--- config.mk ---
export PLATFORM = sky130hd
export DESIGN_NAME = valve_step_sequencer
export DESIGN_NICKNAME = d
export VERILOG_FILES = /design/src/rtl/valve_step_sequencer_pkg.sv /design/src/rtl/valve_step_sequencer_sync_2ff.sv /design/src/rtl/valve_step_sequencer.sv
export SDC_FILE = /design/constraint.sdc
export NUM_CORES = 1
export LEC_CHECK = 0
export CORE_UTILIZATION = 35
export DETAILED_ROUTE_END_ITERATION = 8
export PLACE_DENSITY = 0.52
export SLEW_MARGIN = 20
export SYNTH_ARGS = -nofsm -noshare
export SYNTH_HDL_FRONTEND = slang
export SYNTH_HIERARCHICAL = 1
export SYNTH_SLANG_ARGS = --single-unit
--- constraint.sdc ---
create_clock -name clk -period 3.35 [get_ports clk]
set_clock_uncertainty 0.15 [all_clocks]
set_input_delay 1.005 -clock clk [delete_from_list [all_inputs] [get_ports clk]]
set_output_delay 1.005 -clock clk [all_outputs]
set_load 0.005 [all_outputs]
--- src/rtl/valve_step_sequencer_pkg.sv ---
// +--------------------------------------------------------------------------+
// | valve_step_sequencer_pkg : unit codes, FSM encoding, step-entry helpers  |
// | Revision 1.0                                                             |
// +--------------------------------------------------------------------------+
`default_nettype none

package valve_step_sequencer_pkg;

  localparam int UNIT_W = 3;
  typedef logic [UNIT_W-1:0] unit_t;

  localparam unit_t UNIT_MS   = 3'b001;
  localparam unit_t UNIT_S    = 3'b010;
  localparam unit_t UNIT_MIN  = 3'b011;
  localparam unit_t UNIT_HOUR = 3'b100;
  localparam unit_t UNIT_DAY  = 3'b101;

  localparam int STATE_W = 3;
  localparam logic [STATE_W-1:0] ST_IDLE   = 3'd0;
  localparam logic [STATE_W-1:0] ST_LOAD   = 3'd1;
  localparam logic [STATE_W-1:0] ST_CLEAR  = 3'd2;
  localparam logic [STATE_W-1:0] ST_ARM    = 3'd3;
  localparam logic [STATE_W-1:0] ST_WAIT   = 3'd4;
  localparam logic [STATE_W-1:0] ST_NEXT   = 3'd5;
  localparam logic [STATE_W-1:0] ST_FINISH = 3'd6;
  localparam logic [STATE_W-1:0] ST_ABORT  = 3'd7;

  // Step entry is packed MSB-first as {last, unit, delay, valves}.
  function automatic int entry_width(input int valve_w, input int delay_w);
    return 1 + UNIT_W + delay_w + valve_w;
  endfunction

  function automatic logic unit_valid(input unit_t unit);
    return (unit >= UNIT_MS) && (unit <= UNIT_DAY);
  endfunction

endpackage

`default_nettype wire

--- src/rtl/valve_step_sequencer_sync_2ff.sv ---
// +--------------------------------------------------------------------------+
// | sync_2ff : generic two-flop synchronizer with asynchronous reset        |
// | Revision 1.0                                                             |
// +--------------------------------------------------------------------------+
`default_nettype none

module sync_2ff #(
  parameter int WIDTH = 1
) (
  input  logic             clk,
  input  logic             rst,
  input  logic [WIDTH-1:0] d,
  output logic [WIDTH-1:0] q
);

  logic [WIDTH-1:0] r_meta;
  logic [WIDTH-1:0] r_sync;

  always_ff @(posedge clk or posedge rst) begin
    if (rst) begin
      r_meta <= '0;
      r_sync <= '0;
    end else begin
      r_meta <= d;
      r_sync <= r_meta;
    end
  end

  assign q = r_sync;

endmodule

`default_nettype wire

--- src/rtl/valve_step_sequencer.sv ---
// +--------------------------------------------------------------------------+
// | valve_step_sequencer : steps a valve table, arming a delay counter each |
// | Revision 1.0                                                             |
// +--------------------------------------------------------------------------+
`default_nettype none

module valve_step_sequencer
  import valve_step_sequencer_pkg::*;
#(
  parameter int NUM_STEPS  = 16,
  parameter int VALVE_W    = 8,
  parameter int DELAY_W    = 10,
  parameter int CLR_CYCLES = 2000000
) (
  input  logic                         clk,
  input  logic                         rst,
  input  logic                         prog_we,
  input  logic [$clog2(NUM_STEPS)-1:0] prog_addr,
  input  logic [VALVE_W-1:0]           prog_valves,
  input  logic [DELAY_W-1:0]           prog_delay,
  input  logic [2:0]                   prog_unit,
  input  logic                         prog_last,
  input  logic                         run,
  input  logic                         abort,
  output logic                         delay_clr,
  output logic                         delay_start,
  output logic [DELAY_W-1:0]           delay_val,
  output logic [2:0]                   delay_unit,
  input  logic                         delay_done,
  output logic [VALVE_W-1:0]           valves,
  output logic [$clog2(NUM_STEPS)-1:0] step_idx,
  output logic                         busy,
  output logic                         seq_done,
  output logic                         err
);

  localparam int                 IDX_W     = $clog2(NUM_STEPS);
  localparam int                 HOLD_W    = 22;
  localparam logic [IDX_W-1:0]   IDX_LAST  = IDX_W'(NUM_STEPS - 1);
  localparam logic [HOLD_W-1:0]  HOLD_LAST = HOLD_W'(CLR_CYCLES - 1);
  localparam int                 ENTRY_W   = entry_width(VALVE_W, DELAY_W);

  typedef struct packed {
    logic                last;
    unit_t               unit;
    logic [DELAY_W-1:0]  delay;
    logic [VALVE_W-1:0]  valves;
  } step_t;

  step_t                r_table [NUM_STEPS];
  step_t                w_entry;
  logic [STATE_W-1:0]   r_state;
  logic [STATE_W-1:0]   w_state_nxt;
  logic [HOLD_W-1:0]    r_hold;
  logic                 w_hold_ok;
  logic                 w_done_s;
  logic                 w_abort_now;
  logic [IDX_W-1:0]     r_idx;
  logic [VALVE_W-1:0]   r_valves;
  logic [DELAY_W-1:0]   r_delay_val;
  logic [2:0]           r_delay_unit;
  logic                 r_delay_clr;
  logic                 r_delay_start;
  logic                 r_busy;
  logic                 r_seq_done;
  logic                 r_err;

  sync_2ff #(.WIDTH(1)) u_done_sync (
    .clk (clk),
    .rst (rst),
    .d   (delay_done),
    .q   (w_done_s)
  );

  assign w_entry     = r_table[r_idx];
  assign w_hold_ok   = (r_hold >= HOLD_LAST);
  assign w_abort_now = abort && (r_state != ST_IDLE) && (r_state != ST_ABORT);

  // Table content is deliberately not reset; only IDLE writes are honoured.
  always_ff @(posedge clk) begin
    if (prog_we && (r_state == ST_IDLE)) begin
      r_table[prog_addr] <= step_t'({prog_last, prog_unit, prog_delay, prog_valves});
    end
  end

  always_comb begin
    w_state_nxt = r_state;
    case (r_state)
      ST_IDLE:   if (run && !abort) w_state_nxt = ST_LOAD;
      ST_LOAD:   w_state_nxt = unit_valid(w_entry.unit) ? ST_CLEAR : ST_FINISH;
      ST_CLEAR:  if (w_hold_ok && !w_done_s)
                   w_state_nxt = (r_delay_val == '0) ? ST_NEXT : ST_ARM;
      ST_ARM:    w_state_nxt = ST_WAIT;
      ST_WAIT:   if (w_done_s) w_state_nxt = ST_NEXT;
      ST_NEXT:   w_state_nxt = (w_entry.last || (r_idx == IDX_LAST)) ? ST_FINISH : ST_LOAD;
      ST_FINISH: w_state_nxt = ST_IDLE;
      ST_ABORT:  if (w_hold_ok) w_state_nxt = ST_IDLE;
      default:   w_state_nxt = ST_IDLE;
    endcase
    if (w_abort_now) w_state_nxt = ST_ABORT;
  end

  // Strobe-style outputs are registered from the next state so they are glitch-free.
  always_ff @(posedge clk or posedge rst) begin
    if (rst) begin
      r_state       <= ST_IDLE;
      r_hold        <= '0;
      r_idx         <= '0;
      r_valves      <= '0;
      r_delay_val   <= '0;
      r_delay_unit  <= '0;
      r_delay_clr   <= 1'b0;
      r_delay_start <= 1'b0;
      r_busy        <= 1'b0;
      r_seq_done    <= 1'b0;
      r_err         <= 1'b0;
    end else begin
      r_state       <= w_state_nxt;
      r_delay_clr   <= (w_state_nxt == ST_CLEAR) || (w_state_nxt == ST_ABORT);
      r_delay_start <= (w_state_nxt == ST_ARM);
      r_busy        <= (w_state_nxt != ST_IDLE);
      r_seq_done    <= (r_state == ST_NEXT) && (w_state_nxt == ST_FINISH);

      if (w_state_nxt != r_state) begin
        r_hold <= '0;
      end else if (r_hold != '1) begin
        r_hold <= r_hold + HOLD_W'(1);
      end

      if (w_abort_now) begin
        r_valves <= '0;
        r_idx    <= '0;
      end else begin
        case (r_state)
          ST_IDLE: begin
            if (abort) begin
              r_valves <= '0;
            end else if (run) begin
              r_idx <= '0;
              r_err <= 1'b0;
            end
          end
          ST_LOAD: begin
            r_delay_val  <= w_entry.delay;
            r_delay_unit <= w_entry.unit;
            if (unit_valid(w_entry.unit)) begin
              r_valves <= w_entry.valves;
            end else begin
              r_valves <= '0;
              r_err    <= 1'b1;
            end
          end
          ST_NEXT: if (w_state_nxt == ST_LOAD) r_idx <= r_idx + IDX_W'(1);
          default: ;
        endcase
      end
    end
  end

  assign delay_clr   = r_delay_clr;
  assign delay_start = r_delay_start;
  assign delay_val   = r_delay_val;
  assign delay_unit  = r_delay_unit;
  assign valves      = r_valves;
  assign step_idx    = r_idx;
  assign busy        = r_busy;
  assign seq_done    = r_seq_done;
  assign err         = r_err;

  if (ENTRY_W != $bits(step_t)) begin : g_entry_width_mismatch
    $error("step entry layout width mismatch");
  end

endmodule

`default_nettype wire

==> impl_results.md <==
* Power Density at between 600 and 700 nW/µm²
* Die ar. at 47070 µm²
* Gr usage total at about 16%
* Synth-to-Final Area Change at 21.32%
* Cts bufs inserted at 45
* Die Width at ~220 µm
* Hold Buf Count CTS at 0
* Avg Vias per Cell at 5.088
* Routed Antenna Nets at 0
* Worst min path class: register to register
* First-pass GRT wire length at between 50000 and 60000 µm
* Drt pass-1 iters at 5
* Longest Clk Path Bufs at 3
* Synth Area in Simple Gates at between 4 and 5%
* Post-CTS setup buffer count at 0
* Top cells by area, synth: edfxtp_1 (65%), mux4_2 (14%), dfrtp_1 (8.8%)
* Slew Limit Headroom at 46.52%
* Post-Synth Adder-Cell Area at 0.1547%
* F_max at 0.3149 GHz
* RePlAce Congestion at 0.8220
* Worst Path Required at 2.19 ns
* # port buffers at roughly 60
* Number of enable flip-flop cells after synthesis at around 350
* Pins Over Slew Limit at 0
* Distinct cells, synth at 54
* Worst-Margin Slew at 0.8021 ns
* Yosys reg bits at 409
* Static leakage at around 6.3 nW
* Filler cells at 4009
* Initial core utilization at 35.56%
* Share of cells above drive strength 1 at 29.12%
* Hold Violations, Final at 0
* Syn Area/Cell at 19.82 µm²
* Antenna diode count at 0
* RR Startpoint: step_idx[0]
* Asr flop ratio synth at between 10% and 20%
* Final worst setup slack at 0.1740 ns
* Critical Path AT at 2.02 ns
* Most used DFF post-synth: edfxtp_1
* DRC at 0
* Vias in the first global route at 8380
* Via count at 8050
* Clk root buf: clkbuf_16
* Cells after synthesis at 816
* Crit path time final at 3.176 ns
* Setup Crit Path Kind: register to output pin
* Crit share post-route at 94.81%
* Routed WL at ~36000 µm
* Synthesized net count at 850
* Largest family of logic cells by synthesized area: multiplexers
* Cts repair resizes at 0
* CTS tree: done
* Cell taking the most area after synthesis: edfxtp_1
* Worst Setup End Kind: output pin
* Fin util at between 40% and 50%
* Die Ht at 217.0 µm
* Largest net degree at the start of global routing at 53
* H-tree level count at 2
* Share of the synthesized area in the top cell type at 65.36%
* Iter 0 DRT Violations at 725
* Initial antenna violation count at 0
* Post-DP HPWL at 22690 µm
* Post-synthesis mux area share at 15.78%
* Clk slew on worst S/H paths at 0.06 ns
* GR Overflow Total at 0
* Min-delay src: u_done_sync/r_meta
* Status: finished, final reports clean
* Compound-Gate Fraction of Synth Area at 2.305%
* Final net count at 981
* Routed length per instance at 22.76 µm
* Setup-failing EPs final at 0
* CP startpoint: step_idx[3]
* CP Max Fanout at 11
* Sequential share of the synthesized area at 74.18%
* Clock Latency Late Sink at 0.57 ns
* RSZ-0062 raised after global routing: false
* Startpoint types: register
* CTS Sinks at 409
* Post-Synth XOR/XNOR Area at 1.191%
* Post-route insts no fill at around 1600
* Synth warn at 6
* Max-Cap Viols at 0
* Row count at 78
* Pre-CTS WS at -0.1927 ns
* Post-Syn Area at 16170 µm²
* Setup slack, reg-to-reg at between 0.15 and 0.2 ns
* Cells after DPL at 1500
* Highest ir drop seen on vdd at 0.3370 mV
* Core area at 45480 µm²
* Boundary Pins at 62
* Setup TNS at 0 ns
## path summary, 6_finish.rpt
kind,end,depth (start not counted)
min in group asynchronous,u_done_sync/r_meta,2
worst max-delay path,step_idx[3],2
max in group asynchronous,step_idx[1],3
worst min-delay path,u_done_sync/q,0
worst max register to register,r_hold[14],7
worst min register to register,u_done_sync/q,0
## cell type report
class / count / area [µm²] / area share (%)
clock buffer: 55 / 1194 / 6.083
clock inverter: 27 / 234.0 / 1.192
inverter: 12 / 45.04 / 0.2296
multi-input combinational: 359 / 4076 / 20.78
sequential: 409 / 12010 / 61.19
tap: 600 / 750.7 / 3.826
timing repair buffer: 120 / 1316 / 6.708
## state kept, by name, summed over array words and instances (netlist names), 3 cells and up
| register | flops |
|---|---|
| valves | 8 |
| r_hold | 22 |
| step_idx | 4 |
| delay_unit | 3 |
| r_table | 352 |
| r_state | 3 |
| delay_val | 10 |
## report_power, final
part / switching [mW] / internal [mW]
Combinational: 1.19 / 1.31
Clock: 1.99 / 2.78
Sequential: 0.187 / 5.71
Total: 3.37 / 9.80
## synth_stat cells, types with 14 or more instances
cell	count
clkbuf_1	15
dfrtp_1	57
edfxtp_1	352
mux2i_1	21
mux4_2	97
nand2_1	23
nand3_1	14
nor2_1	39
nor2_2	20
nor3_1	15
## kinds of logic (layout without fill, tap and decap cells)
family	after synthesis	count (layout)
and+or+nand+nor	153	153
buffers and inverters	48	214
adders and majority gates	2	2
xor gates and xnor gates	22	22
AOI/OAI and AO/OA	50	50
DFF	409	409
muxes	132	132
## critical path, cell delays in order, from the launching register on
cell	delay [ns]
dfrtp_2	0.58
buf_4	0.32
clkdlybuf4s50_1	0.55
## stage by stage
step                      hold WS, ns  cell area [µm²]  total power, mW
after floorplan                0.1812            16190            7.709
after global placement         0.1946            18190            8.544
after detailed placement       0.1949            18190            8.561
after CTS                      0.1997            19620            13.35
after global routing           0.2105            19620            13.72
final                          0.1975            19620            13.17
## layout by cell type (no fill, tap or decap), types with 4 or more instances in the layout
| cell type | n |
|---|---|
| mux2i_1 | 21 |
| nand2_1 | 23 |
| dfrtp_1 | 54 |
| nor2_2 | 20 |
| buf_12 | 21 |
| nor2_1 | 27 |
| xnor2_1 | 12 |
| mux2_2 | 12 |
| clkbuf_16 | 45 |
| clkinv_1 | 7 |
| nor2_4 | 12 |
| clkdlybuf4s50_1 | 61 |
| nand2b_1 | 7 |
| a221oi_1 | 5 |
| clkbuf_1 | 7 |
| clkinv_2 | 11 |
| nand4_1 | 5 |
| a21oi_1 | 9 |
| nor2b_1 | 5 |
| nand3_1 | 14 |
| and3_1 | 6 |
| xor2_1 | 10 |
| a32o_1 | 9 |
| buf_4 | 38 |
| nor3_1 | 10 |
| a22oi_1 | 4 |
| mux4_2 | 97 |
| o21ai_0 | 9 |
| edfxtp_1 | 352 |
| inv_1 | 11 |
## routing by layer
layer  GRT usage [%]  vias to the layer above  routed length (µm)
li1                -                     3574                   -
met4           4.648                        0                 682
met5               0                        -                   0
met1           22.77                     4224               16870
met3           2.865                       55                1593
met2           24.26                      197               16850
Note: power is estimated with default switching activity, not from simulation.
==> RTL change: new RTL, same flow settings <==
`VALVE_W`: 8 -> 10.
--- a/src/rtl/valve_step_sequencer.sv
+++ b/src/rtl/valve_step_sequencer.sv
@@ -8,7 +8,7 @@
   import valve_step_sequencer_pkg::*;
 #(
   parameter int NUM_STEPS  = 16,
-  parameter int VALVE_W    = 8,
+  parameter int VALVE_W    = 10,
   parameter int DELAY_W    = 10,
   parameter int CLR_CYCLES = 2000000
 ) (
Interface: changed (resized prog_valves and valves); port bits go from 62 to 66. The function was not compared with the original's and may differ.
==> RTL change against the unedited design <==
  * Area after synthesis rose by 8.0%
  * Die area rose by 8.0%
  * Via count rose by 8.7%
  * Sequential cell count rose by 34
  * Sequential share of layout area rose by 0.82 points
  * Routed wire length rose by 10%
  * Setup slack improved by 0.10 ns
  * Global-route usage rose by 0.56 points
  * Total power rose by 6.0%
  * Design area rose by 7.0%
  * Critical endpoint is now step_idx[1]
  * Largest cell class unchanged
  * Highest routed layer is now met5
==> RTL change: results (changes against the unedited design) <==
metric	value	unit	change
tightest_slew	0.6842	ns	-0.1179 ns
dr_wl_met3	1.570	mm	-1.4%
synth_edf_count	384		+9.1%
async_flop_share	13.32	%	-0.62 points
drv_slew	0		unchanged
ir_worst_vdd	0.4160	mV	+23%
hold_path_depth	0		unchanged
postPlaceCellArea	19510	sq um	+7.2%
dp.cells	1640		+9.3%
ys_top_cells_by_area	edfxtp_1 (66%), mux4_2 (15%), dfrtp_1 (8.4%)		
clk_pin_slew_worst_paths	0.06	ns	about the same
met2_length	19.07	mm	+13%
r2r_slack	0.28	ns	+0.10 ns
cts_setup_buffers	0		unchanged
p_leak	6.700	nW	+7.1%
viasPerCell	5.064		-0.48%
yosys-top-cells-count	edfxtp_1 (384), mux4_2 (114), nand2_1 (63)		
cp.arrival	1.92	ns	-0.10 ns
numCtsBuffers	47		+4.4%
dp_slack	0.1988	ns	+0.3915 ns
synth_cell_type_count	50		-7.4%
r2r-end	r_hold[20]		
antenna_found_initial	4		+4
run_status	completed		
layout.nets	1061		+8.2%
drt-met1-wl	18.10	mm	+7.3%
overflow	0		unchanged
worstPathMaxFanout	14		+3
min_from	u_done_sync/r_meta		
portBuffers	65		+6.6%
place_congestion	0.7465		-9.2%
grt.total_usage	16.30	%	+0.56 points
n_antenna_cell	0		unchanged
reg2reg_from	step_idx[0]		
grt_pass1_wl	60.00	mm	+11%
final_cells	1728		+9.2%
ys_seq_area_share	74.44	%	+0.26 points
switching_share	25.65	%	+0.049 points
synthFlopType	edfxtp_1		
cts-root-buf	clkbuf_16		
yosys_warnings	6		unchanged
drt_iter0_drc	928		+28%
clk_latency	0.59	ns	+0.02 ns
grt_max_degree	48		-9.4%
dp_hpwl	22.78	mm	+0.41%
holdWs	0.2137	ns	+0.01619 ns
layout-drive-gt1-share	25.00	%	-4.1 points
synthesis.nets	938		+10%
rr_worst_depth	8		+1
wl_per_cell	22.99	um	+1.0%
grt_pass1_vias	9223		+10%
reg.largest.list	r_table (384), r_hold (22)		
cts_resized	0		unchanged
top_layer_used	met5		
netlist_instances	902		+11%
[RTL change: changes by cell type after synthesis, sizes merged, moves of 7 or more]
cell / change
edfxtp: +32
nand2: +40
inv: +8
a32o: -8
mux4: +17
o21ai: +17
nand4: +7
mux2i: -17
[RTL change: routing by layer]
| metal | vias to the layer above | GRT usage (%) |
|---|---|---|
| met2 | 175 | 26.26 |
| met4 | 8 | 5.157 |
| met5 | - | 0 |
| li1 | 3881 | - |
| met3 | 66 | 2.855 |
| met1 | 4621 | 22.48 |
[RTL change: layout make-up]
class | count | area, sq um
clock buffers | 71 | 1286
clock inverters | 17 | 186.4
fillers | 4348 | 28060
inverters | 20 | 75.07
multi-input cells | 399 | 4343
flip-flops and latches | 443 | 13020
well taps | 664 | 830.8
repair buffers | 114 | 1255
[RTL change: logic make-up after synthesis]
group,share of synthesized area [%]
compound gates,1.833
xor+xnor,1.103
fa+ha+maj,0.1432
buf+inv,1.511
flops,74.44
mux,15.72
simple gates,5.256
[RTL change: power groups by stage]
stage,logic [mW],clock network (mW),registers (mW)
global route,2.81,5.32,6.46
CTS,2.62,5.10,6.43
floorplan,1.84,0,6.40
global placement,2.61,0,6.54
finish,2.57,4.97,6.42
detailed placement,2.61,0,6.54
[RTL change: worst max path at each step]
stage,depth (start not counted),slack (ns),start,endpoint
2_1_floorplan,2,0.30,prog_addr[1],r_table[8][0]
3_3_place_gp,9,0.26,step_idx[0],r_hold[20]
3_5_place_dp,9,0.20,step_idx[0],r_hold[20]
4_1_cts,9,0.21,step_idx[0],r_hold[20]
5_1_grt,8,0.03,step_idx[0],r_hold[20]
6_report,2,0.27,step_idx[1],step_idx[1]
[RTL change: worst max-delay path, cell delays in order (launching register included)]
cell and delay, ns:
dfrtp_4 0.55, buf_4 0.27, clkdlybuf4s50_1 0.54
